===== src/rtl/multicycle_control_if.sv =====
// rtl/multicycle_control_if.sv - control-to-datapath/memory bundle for the multicycle core controller
interface multicycle_control_if #(
  parameter int CNT_W = 32
);
  logic [5:0]       op;
  logic             mem_ready;
  logic             mem_req;
  logic             iord;
  logic             mem_write;
  logic             ir_write;
  logic             pc_write;
  logic             branch;
  logic [1:0]       pc_src;
  logic [1:0]       alu_op;
  logic             alu_src_a;
  logic [1:0]       alu_src_b;
  logic             reg_dst;
  logic             mem_to_reg;
  logic             reg_write;
  logic             illegal_op;
  logic             bus_error;
  logic [CNT_W-1:0] instret;
  logic [3:0]       state;

  modport master (
    input  op, mem_ready,
    output mem_req, iord, mem_write, ir_write, pc_write, branch, pc_src, alu_op,
           alu_src_a, alu_src_b, reg_dst, mem_to_reg, reg_write, illegal_op,
           bus_error, instret, state
  );

  modport slave (
    output op, mem_ready,
    input  mem_req, iord, mem_write, ir_write, pc_write, branch, pc_src, alu_op,
           alu_src_a, alu_src_b, reg_dst, mem_to_reg, reg_write, illegal_op,
           bus_error, instret, state
  );
endinterface


===== src/rtl/multicycle_control.sv =====
// rtl/multicycle_control.sv - multicycle MIPS main control FSM with memory timeout and retire counter
module multicycle_control #(
  parameter int TIMEOUT = 16,
  parameter int CNT_W   = 32
) (
  input logic                 clk,
  input logic                 rst_n,
  multicycle_control_if.master bus
);
  localparam int WAIT_W = (TIMEOUT < 2) ? 1 : $clog2(TIMEOUT + 1);

  typedef enum logic [3:0] {
    S_FETCH    = 4'd0,
    S_DECODE   = 4'd1,
    S_MEMADR   = 4'd2,
    S_MEMRD    = 4'd3,
    S_MEMWB    = 4'd4,
    S_MEMWR    = 4'd5,
    S_RTYPE_EX = 4'd6,
    S_RTYPE_WB = 4'd7,
    S_BEQ      = 4'd8,
    S_ADDI_EX  = 4'd9,
    S_ADDI_WB  = 4'd10,
    S_JUMP     = 4'd11
  } state_t;

  state_t            state_q, state_d;
  logic [WAIT_W-1:0] wait_q;
  logic [CNT_W-1:0]  instret_q;

  logic       mem_req_c, mem_write_c, ir_write_c, pc_write_c, branch_c, reg_write_c;
  logic       illegal_c, bus_err_c, retire_c;
  logic       timeout_hit;

  // Only meaningful in the three memory states; ready on the same cycle always wins.
  assign timeout_hit = (TIMEOUT != 0) && !bus.mem_ready &&
                       (wait_q == WAIT_W'(TIMEOUT - 1));

  always_ff @(posedge clk or negedge rst_n) begin
    if (!rst_n) begin
      state_q   <= S_FETCH;
      wait_q    <= '0;
      instret_q <= '0;
    end else begin
      state_q <= state_d;
      if (state_d != state_q || bus_err_c)
        wait_q <= '0;
      else if (!bus.mem_ready && (state_q == S_FETCH || state_q == S_MEMRD || state_q == S_MEMWR))
        wait_q <= wait_q + 1'b1;
      if (retire_c)
        instret_q <= instret_q + 1'b1;
    end
  end

  always_comb begin
    state_d       = state_q;
    mem_req_c     = 1'b0;
    mem_write_c   = 1'b0;
    ir_write_c    = 1'b0;
    pc_write_c    = 1'b0;
    branch_c      = 1'b0;
    reg_write_c   = 1'b0;
    illegal_c     = 1'b0;
    bus_err_c     = 1'b0;
    retire_c      = 1'b0;
    bus.iord      = 1'b0;
    bus.pc_src    = 2'b00;
    bus.alu_op    = 2'b00;
    bus.alu_src_a = 1'b0;
    bus.alu_src_b = 2'b00;
    bus.reg_dst   = 1'b0;
    bus.mem_to_reg = 1'b0;
    case (state_q)
      S_FETCH: begin
        mem_req_c     = 1'b1;
        bus.alu_src_b = 2'b01;
        if (bus.mem_ready) begin
          ir_write_c = 1'b1;
          pc_write_c = 1'b1;
          state_d    = S_DECODE;
        end else if (timeout_hit) begin
          bus_err_c = 1'b1;
        end
      end
      S_DECODE: begin
        bus.alu_src_b = 2'b11;
        case (bus.op)
          6'h23, 6'h2B: state_d = S_MEMADR;
          6'h00:        state_d = S_RTYPE_EX;
          6'h04:        state_d = S_BEQ;
          6'h08:        state_d = S_ADDI_EX;
          6'h02:        state_d = S_JUMP;
          default: begin
            illegal_c = 1'b1;
            state_d   = S_FETCH;
          end
        endcase
      end
      S_MEMADR: begin
        bus.alu_src_a = 1'b1;
        bus.alu_src_b = 2'b10;
        state_d = (bus.op == 6'h23) ? S_MEMRD : (bus.op == 6'h2B) ? S_MEMWR : S_FETCH;
      end
      S_MEMRD: begin
        mem_req_c = 1'b1;
        bus.iord  = 1'b1;
        if (bus.mem_ready)
          state_d = S_MEMWB;
        else if (timeout_hit) begin
          bus_err_c = 1'b1;
          state_d   = S_FETCH;
        end
      end
      S_MEMWB: begin
        bus.mem_to_reg = 1'b1;
        reg_write_c    = 1'b1;
        retire_c       = 1'b1;
        state_d        = S_FETCH;
      end
      S_MEMWR: begin
        mem_req_c   = 1'b1;
        mem_write_c = 1'b1;
        bus.iord    = 1'b1;
        if (bus.mem_ready) begin
          retire_c = 1'b1;
          state_d  = S_FETCH;
        end else if (timeout_hit) begin
          bus_err_c = 1'b1;
          state_d   = S_FETCH;
        end
      end
      S_RTYPE_EX: begin
        bus.alu_src_a = 1'b1;
        bus.alu_op    = 2'b10;
        state_d       = S_RTYPE_WB;
      end
      S_RTYPE_WB: begin
        bus.reg_dst = 1'b1;
        reg_write_c = 1'b1;
        retire_c    = 1'b1;
        state_d     = S_FETCH;
      end
      S_BEQ: begin
        bus.alu_src_a = 1'b1;
        bus.alu_op    = 2'b01;
        bus.pc_src    = 2'b01;
        branch_c      = 1'b1;
        retire_c      = 1'b1;
        state_d       = S_FETCH;
      end
      S_ADDI_EX: begin
        bus.alu_src_a = 1'b1;
        bus.alu_src_b = 2'b10;
        state_d       = S_ADDI_WB;
      end
      S_ADDI_WB: begin
        reg_write_c = 1'b1;
        retire_c    = 1'b1;
        state_d     = S_FETCH;
      end
      S_JUMP: begin
        pc_write_c = 1'b1;
        bus.pc_src = 2'b10;
        retire_c   = 1'b1;
        state_d    = S_FETCH;
      end
      default: state_d = S_FETCH;
    endcase
  end

  // Reset state is FETCH, whose Moore outputs include mem_req; hold strobes low while in reset.
  assign bus.mem_req    = mem_req_c   & rst_n;
  assign bus.mem_write  = mem_write_c & rst_n;
  assign bus.ir_write   = ir_write_c  & rst_n;
  assign bus.pc_write   = pc_write_c  & rst_n;
  assign bus.branch     = branch_c    & rst_n;
  assign bus.reg_write  = reg_write_c & rst_n;
  assign bus.illegal_op = illegal_c   & rst_n;
  assign bus.bus_error  = bus_err_c   & rst_n;
  assign bus.instret    = instret_q;
  assign bus.state      = state_q;
endmodule

===== src/flat_wrapper.sv =====
// flat-port wrapper written by rule: the top's interface ports become plain ports
module multicycle_control_flat 
#(
  parameter int TIMEOUT = 16,
  parameter int CNT_W   = 32
)
  (clk, rst_n, bus_op, bus_mem_ready, bus_mem_req, bus_iord, bus_mem_write, bus_ir_write, bus_pc_write, bus_branch, bus_pc_src, bus_alu_op, bus_alu_src_a, bus_alu_src_b, bus_reg_dst, bus_mem_to_reg, bus_reg_write, bus_illegal_op, bus_bus_error, bus_instret, bus_state);
  multicycle_control_if #(.CNT_W(CNT_W)) bus_i ();
  input logic clk;
  input logic rst_n;
  input wire logic [$bits(bus_i.op)-1:0] bus_op;
  input wire logic [$bits(bus_i.mem_ready)-1:0] bus_mem_ready;
  output wire logic [$bits(bus_i.mem_req)-1:0] bus_mem_req;
  output wire logic [$bits(bus_i.iord)-1:0] bus_iord;
  output wire logic [$bits(bus_i.mem_write)-1:0] bus_mem_write;
  output wire logic [$bits(bus_i.ir_write)-1:0] bus_ir_write;
  output wire logic [$bits(bus_i.pc_write)-1:0] bus_pc_write;
  output wire logic [$bits(bus_i.branch)-1:0] bus_branch;
  output wire logic [$bits(bus_i.pc_src)-1:0] bus_pc_src;
  output wire logic [$bits(bus_i.alu_op)-1:0] bus_alu_op;
  output wire logic [$bits(bus_i.alu_src_a)-1:0] bus_alu_src_a;
  output wire logic [$bits(bus_i.alu_src_b)-1:0] bus_alu_src_b;
  output wire logic [$bits(bus_i.reg_dst)-1:0] bus_reg_dst;
  output wire logic [$bits(bus_i.mem_to_reg)-1:0] bus_mem_to_reg;
  output wire logic [$bits(bus_i.reg_write)-1:0] bus_reg_write;
  output wire logic [$bits(bus_i.illegal_op)-1:0] bus_illegal_op;
  output wire logic [$bits(bus_i.bus_error)-1:0] bus_bus_error;
  output wire logic [$bits(bus_i.instret)-1:0] bus_instret;
  output wire logic [$bits(bus_i.state)-1:0] bus_state;
  assign bus_i.op = bus_op;
  assign bus_i.mem_ready = bus_mem_ready;
  assign bus_mem_req = bus_i.mem_req;
  assign bus_iord = bus_i.iord;
  assign bus_mem_write = bus_i.mem_write;
  assign bus_ir_write = bus_i.ir_write;
  assign bus_pc_write = bus_i.pc_write;
  assign bus_branch = bus_i.branch;
  assign bus_pc_src = bus_i.pc_src;
  assign bus_alu_op = bus_i.alu_op;
  assign bus_alu_src_a = bus_i.alu_src_a;
  assign bus_alu_src_b = bus_i.alu_src_b;
  assign bus_reg_dst = bus_i.reg_dst;
  assign bus_mem_to_reg = bus_i.mem_to_reg;
  assign bus_reg_write = bus_i.reg_write;
  assign bus_illegal_op = bus_i.illegal_op;
  assign bus_bus_error = bus_i.bus_error;
  assign bus_instret = bus_i.instret;
  assign bus_state = bus_i.state;
  multicycle_control #(.TIMEOUT(TIMEOUT), .CNT_W(CNT_W)) u_core (.clk(clk), .rst_n(rst_n), .bus(bus_i));
endmodule

===== config.mk =====
export PLATFORM = sky130hd
export DESIGN_NAME = multicycle_control_flat
export DESIGN_NICKNAME = d
export VERILOG_FILES = /design/src/rtl/multicycle_control_if.sv /design/src/rtl/multicycle_control.sv /design/src/flat_wrapper.sv
export SDC_FILE = /design/constraint.sdc
export NUM_CORES = 1
export LEC_CHECK = 0
export ABC_AREA = 1
export BUFFER_PORTS_ARGS = -buffer_cell sky130_fd_sc_hd__buf_4
export CAP_MARGIN = 20
export CORE_ASPECT_RATIO = 2
export CORE_MARGIN = 4
export CORE_UTILIZATION = 55
export CTS_CLUSTER_DIAMETER = 200
export DETAILED_ROUTE_END_ITERATION = 8
export GPL_TIMING_DRIVEN = 0
export PLACE_DENSITY = 0.79
export SYNTH_ARGS = -nofsm -noshare
export SYNTH_HDL_FRONTEND = slang
export SYNTH_SLANG_ARGS = --single-unit

===== constraint.sdc =====
create_clock -name clk -period 4.6 [get_ports clk]
set_input_delay 0.23 -clock clk [delete_from_list [all_inputs] [get_ports clk]]
set_output_delay 0.23 -clock clk [all_outputs]
set_load 0.005 [all_outputs]

---- After elaboration in Yosys (flattened, before gate mapping) ----
Cells that the tools add are included.
word-level totals
  bits in registers ....................... 41
  logic and storage cells ................. 78
  output and inout port bits .............. 54
  bits of input ports ..................... 9
operators by class
  reductions and logical operators ........ 17
  equal/unequal tests ..................... 18
  add/subtract/negate cells ............... 2
  bitwise operators ....................... 8
  multiplexer cells ....................... 30
operators with widths
  kind                                                  number
  adder 32 x 1 -> 32 bit (second input constant)        1
  one-hot mux 4 bit (7 select lines)                    1
  2-to-1 mux 4 bit                                      5
  one-hot mux 4 bit (5 select lines)                    1
  equality test 4 x 3 -> 1 bit (second input constant)  4
  equality test 4 bit (second input constant)           4
  2-to-1 mux 1 bit                                      15
  equality test 6 bit (second input constant)           2
  2-to-1 mux 5 bit                                      2
  bitwise AND 1 bit                                     8
  equality test 4 x 2 -> 1 bit (second input constant)  2
  one-hot mux 2 bit (2 select lines)                    2
  equality test 6 x 2 -> 1 bit (second input constant)  1
  equality test 6 x 3 -> 1 bit (second input constant)  1
  equality test 6 x 4 -> 1 bit (second input constant)  1
  zero test 6 bit                                       1
  one-hot mux 2 bit (3 select lines)                    1
  OR reduction 2 bit                                    3
  OR reduction 3 bit                                    2
  OR reduction 6 bit                                    1
  adder 5 x 1 -> 5 bit (second input constant)          1
  equality test 5 x 4 -> 1 bit (second input constant)  1
  OR reduction 5 bit                                    1
  equality test 4 x 1 -> 1 bit (second input constant)  1
  other kinds (9)                                       13

---- Logic depth before layout (Yosys ltp) ----
  word-level depth ........................ 8
  gate-level depth with buffers ........... 16
  mapped depth without buffers ............ 16

---- Worst setup path after synthesis ----
OpenSTA, ideal clock, no wires.
  path type ............................... register to register
  start point ............................. reg u_core.wait_q[0]
  end point ............................... reg u_core.wait_q[0]
  data arrival time ....................... 1621 ps
  buffers on the path ..................... 0
  path slack .............................. 2908 ps
  data required time ...................... 4529 ps
  setup time .............................. 71 ps
  cell stages (with the launch flop) ...... 16
  clock period less this slack ............ 1692 ps
  cells stage by stage .................... dfrtp_1 ha_1 nand2_1 nor2_1 ha_1 inv_1 nand2_1 nor2_1 nand2_1 nand3_1 nor2_1 nand2_1 nand3_1 nor2_1 nand2_2 nor2_1
on the way
  cells in the longest elaborated chain, start to end .. 8
  elaborated cells between the ends (all ways) .. 15
  those cells by class .................... 1 x add/sub; 2 x eq/ne; 9 x mux; 3 x reduce/logical
ends and longest elaborated chain
  element                                                        RTL line                                              source
  start, declared                                                multicycle_control.sv:28                              logic [WAIT_W-1:0] wait_q;
  start signal, assigned                                         multicycle_control.sv:49                              wait_q <= wait_q + 1'b1;
  equality test 5 x 4 -> 1 bit                                   multicycle_control.sv:37                              (wait_q == WAIT_W'(TIMEOUT - 1));
  logical AND 1 bit                                              multicycle_control.sv:36                              assign timeout_hit = (TIMEOUT != 0) && !bus.mem_ready &&
  2-to-1 mux 4 bit                                               multicycle_control.sv:109, multicycle_control.sv:127
  2-to-1 mux 4 bit (on tied branches)                            multicycle_control.sv:124, multicycle_control.sv:107
  one-hot mux 4 bit (7 select lines)                             multicycle_control.sv:73                              case (state_q)
  inequality test 4 bit                                          multicycle_control.sv:46                              if (state_d != state_q || bus_err_c)
  logical OR 1 bit                                               multicycle_control.sv:46
  2-to-1 mux 5 bit / nonzero test 2 bit (equally long branches)  -
Parallel ways exist; a longest one is shown, timed or not. The select of a mux whose other input is x is not followed.
A chain may end at the register's enable or synchronous reset.

---- Final worst setup path ----
  start point ............................. reg u_core.wait_q[0]
  end point ............................... reg u_core.wait_q[4]
Same word-level chain as after synthesis.

==> impl_metrics.json <==
{
  "status": "completed",
  "critPathMaxStageDelay_ns": 0.41,
  "grt_pass1_vias": 2654,
  "synth-edff-count": 0,
  "initial_utilization_pct": 57.4,
  "dpl-instance-area_um2": 3220,
  "via_count": 2697,
  "routed_wl_um": 7130,
  "finalNetCount": 467,
  "crit_family": "simple AND/OR/NAND/NOR gates",
  "final_area_um2": 3320,
  "antennaDiodeCount": 0,
  "die_y_um": 107,
  "fin_crit_sh_pct": 45.4,
  "synth-seq-area-share_pct": 38.2,
  "synthMostInstantiatedCell": "nand2_1",
  "syn_area_per_cell_um2": 6.98,
  "maxCapViolCount": 0,
  "wire_per_inst_um": 14.0,
  "crit_path_cell_trace": "ha_1 > nand2_1 > nor2_1 > ha_1 > inv_1 > nand2_1 > nor2_1 > nand2_1 > nand3_1 > nor2_1 > nand2_1 > nand3_1 > nor2_1 > nand2_2 > nor2_1",
  "worst-path-buf-inv": 1,
  "cp-end-kind": "flop",
  "relSlewSlack_pct": 63.1,
  "yosysWarnings": 0,
  "fp-row-count": 35,
  "slowest_stage": "dfrtp_1",
  "syn_area_um2": 2690,
  "clk_pin_slew_ns": 0.08,
  "hold_viol": 0,
  "synthTopCellsByCount": "nand2_1 (121), nor2_1 (59), inv_1 (44), dfrtp_1 (41)",
  "grt_pass1_wl_um": 11800,
  "firstDrtPassIters": 4,
  "ys_ff_latch": 41,
  "critPathKind": "flop to flop",
  "tritoncts.num_buffers": 5,
  "fp.coreArea_um2": 4690,
  "worst_slew_pin_slew_ns": 0.553,
  "clock_tree.buffer_depth": 2,
  "fin_setup_tns_ns": 0,
  "multi_input_area_um2": 1460,
  "die_width_um": 57.4,
  "antenna_found_initial": 0,
  "io_buffers": 62,
  "root_buffer": "clkbuf_8",
  "finalPower_uw": 888,
  "drive_gt1_share_pct": 20.6,
  "post-cts-setup-buffers": 0,
  "cts_tree": "built",
  "period_needed_ns": 2.09,
  "initialDrtViolationCount": 92,
  "fill_cells": 401,
  "grt_overflow": 0,
  "p_per_area_nw_per_um2": 267,
  "ff_latch_area_um2": 1030,
  "skew_ns": 0.00930,
  "dieArea_um2": 6140,
  "rsz0062_at_grt": "no",
  "syn_inst": 385,
  "syn_nets": 397,
  "crit_fanout": 5,
  "finalMaxSlewViolations": 0,
  "hpwl_um": 5720,
  "grtUsageTotal_pct": 24.6,
  "peakVddDrop_uv": 204,
  "routed_via_density": 5.28,
  "synth_area_leaders": "dfrtp_1 (38%), nand2_1 (17%), nor2_1 (8.2%)",
  "hold_path_class": "input port to flop",
  "critPathArrivalTime_ns": 2.32,
  "critPathRequiredTime_ns": 4.83,
  "place_congestion": 0.912,
  "synth-async-reset-ratio_pct": 100,
  "drc": 0,
  "grt_start_max_net_pins": 46,
  "clkSinkCount": 41,
  "clk_latency_ns": 0.29,
  "critPathLaunchType": "flop",
  "yosys_most_used_dff": "dfrtp_1",
  "crit_top_cell": "nor2_1",
  "io_pins": 63,
  "setup_viol": 0,
  "fmax_mhz": 479,
  "yosys.area.top_type": "dfrtp_1",
  "drtAntennaViolNets": 0,
  "synth.distinct_cells": 27,
  "synthDominantCellAreaShare_pct": 38.2,
  "syn_to_final_growth_pct": 23.5,
  "p_leak_uw": 0.00175,
  "cts_max_level": 2
}
==> registers in the layout, summed over array words and instances (netlist names) <==
register            count
u_core.bus.instret     32
u_core.wait_q           5
u_core.bus.state        4
==> worst register-to-register path: cells and delay by family (launching register included) <==
family | cells | cell delay, ns
simple gates | 12 | 1.14
fa+ha+maj | 2 | 0.42
flops | 1 | 0.41
buf+inv | 1 | 0.05
==> kinds of logic after synthesis <==
logic type,count (synthesis),share of synthesized area [%]
AND/OR/NAND/NOR,243,39.6
flip-flops,41,38.2
AO/OA/AOI/OAI,14,2.84
buffers and inverters,52,7.63
adder cells (fa/ha/maj),3,1.40
XOR/XNOR,32,10.4
==> per-layer routing <==
layer | track usage [%] | vias up | share of wire [%]
li1 | - | 1340 | -
met1 | 23.6 | 1224 | 34
met2 | 46.2 | 99 | 54
met3 | 2.53 | 34 | 4.8
met4 | 17.1 | 0 | 7.1
met5 | 0 | - | 0
==> repair_timing <==
action / 4_1_cts / 5_1_grt
resized for setup: 0 / 0
endpoints found under the hold margin: 41 / 0
hold buffers: 1 / 0
==> where the power goes <==
group | internal [uW] | total, uW | leakage [uW] | switching [uW]
clock | 107 | 233 | 0.0000374 | 126
combinational | 94.0 | 212 | 0.00117 | 117
sequential | 395 | 443 | 0.000540 | 48.0
==> through the flow <==
stage	hold slack, ns	setup slack, ns	std cells	utilization [%]
final	0.363	2.51	511	70.9
after CTS	0.352	2.52	511	70.9
after global placement	0.254	2.60	502	68.8
after global routing	0.387	2.31	511	70.9
after detailed placement	0.252	2.55	502	68.8
after floorplan	-0.0656	2.91	385	-
==> worst paths after layout <==
kind	startpoint	to	slack, ns	cells past startpoint
setup / recovery	u_core.wait_q[0]$_DFFE_PN0P_	u_core.wait_q[4]$_DFFE_PN0P_	2.51	15
setup reg to reg	u_core.wait_q[0]$_DFFE_PN0P_	u_core.wait_q[4]$_DFFE_PN0P_	2.51	15
min in group asynchronous	rst_n	u_core.bus.instret[11]$_DFFE_PN0P_	0.47	2
max in group asynchronous	rst_n	u_core.bus.instret[3]$_DFFE_PN0P_	3.75	2
hold / removal	bus_op[3]	u_core.bus.state[1]$_DFF_PN0_	0.36	4
hold reg to reg	u_core.wait_q[0]$_DFFE_PN0P_	u_core.wait_q[0]$_DFFE_PN0P_	0.48	1
==> layout by cell type, fill, tap and decap left out <==
cell / netlist / routed
nand2_1: 121 / 121
buf_4: 2 / 64
nor2_1: 59 / 59
inv_1: 44 / 44
dfrtp_1: 41 / 41
nand3_1: 23 / 23
xor2_1: 23 / 23
nor3_1: 12 / 12
nand4_1: 10 / 10
xnor2_1: 9 / 9
o21ai_0: 7 / 7
nor2_2: 5 / 5
clkbuf_8: 0 / 5
inv_2: 4 / 4
nand2_2: 4 / 4
nor3_2: 3 / 3
o21ai_1: 3 / 3
ha_1: 3 / 3
a21oi_1: 2 / 2
buf_2: 2 / 2
clkinvlp_4: 0 / 2
a21oi_2: 1 / 1
nand3_4: 1 / 1
a21boi_0: 1 / 1
nand3_2: 1 / 1
nand3b_1: 1 / 1
nor4_1: 1 / 1
nor2_4: 1 / 1
nand3b_2: 1 / 1
clkbuf_1: 0 / 1
dlygate4sd3_1: 0 / 1
==> layout make-up <==
cell class | instances | area share (%)
sequential | 41 | 30.9
multi-input combinational | 292 | 43.9
timing repair buffer | 63 | 14.3
inverter | 48 | 5.43
tap | 55 | 2.07
buffer | 4 | 0.754
clock inverter | 2 | 0.452
clock buffer | 6 | 2.19
(Power assumes the default switching activity.)
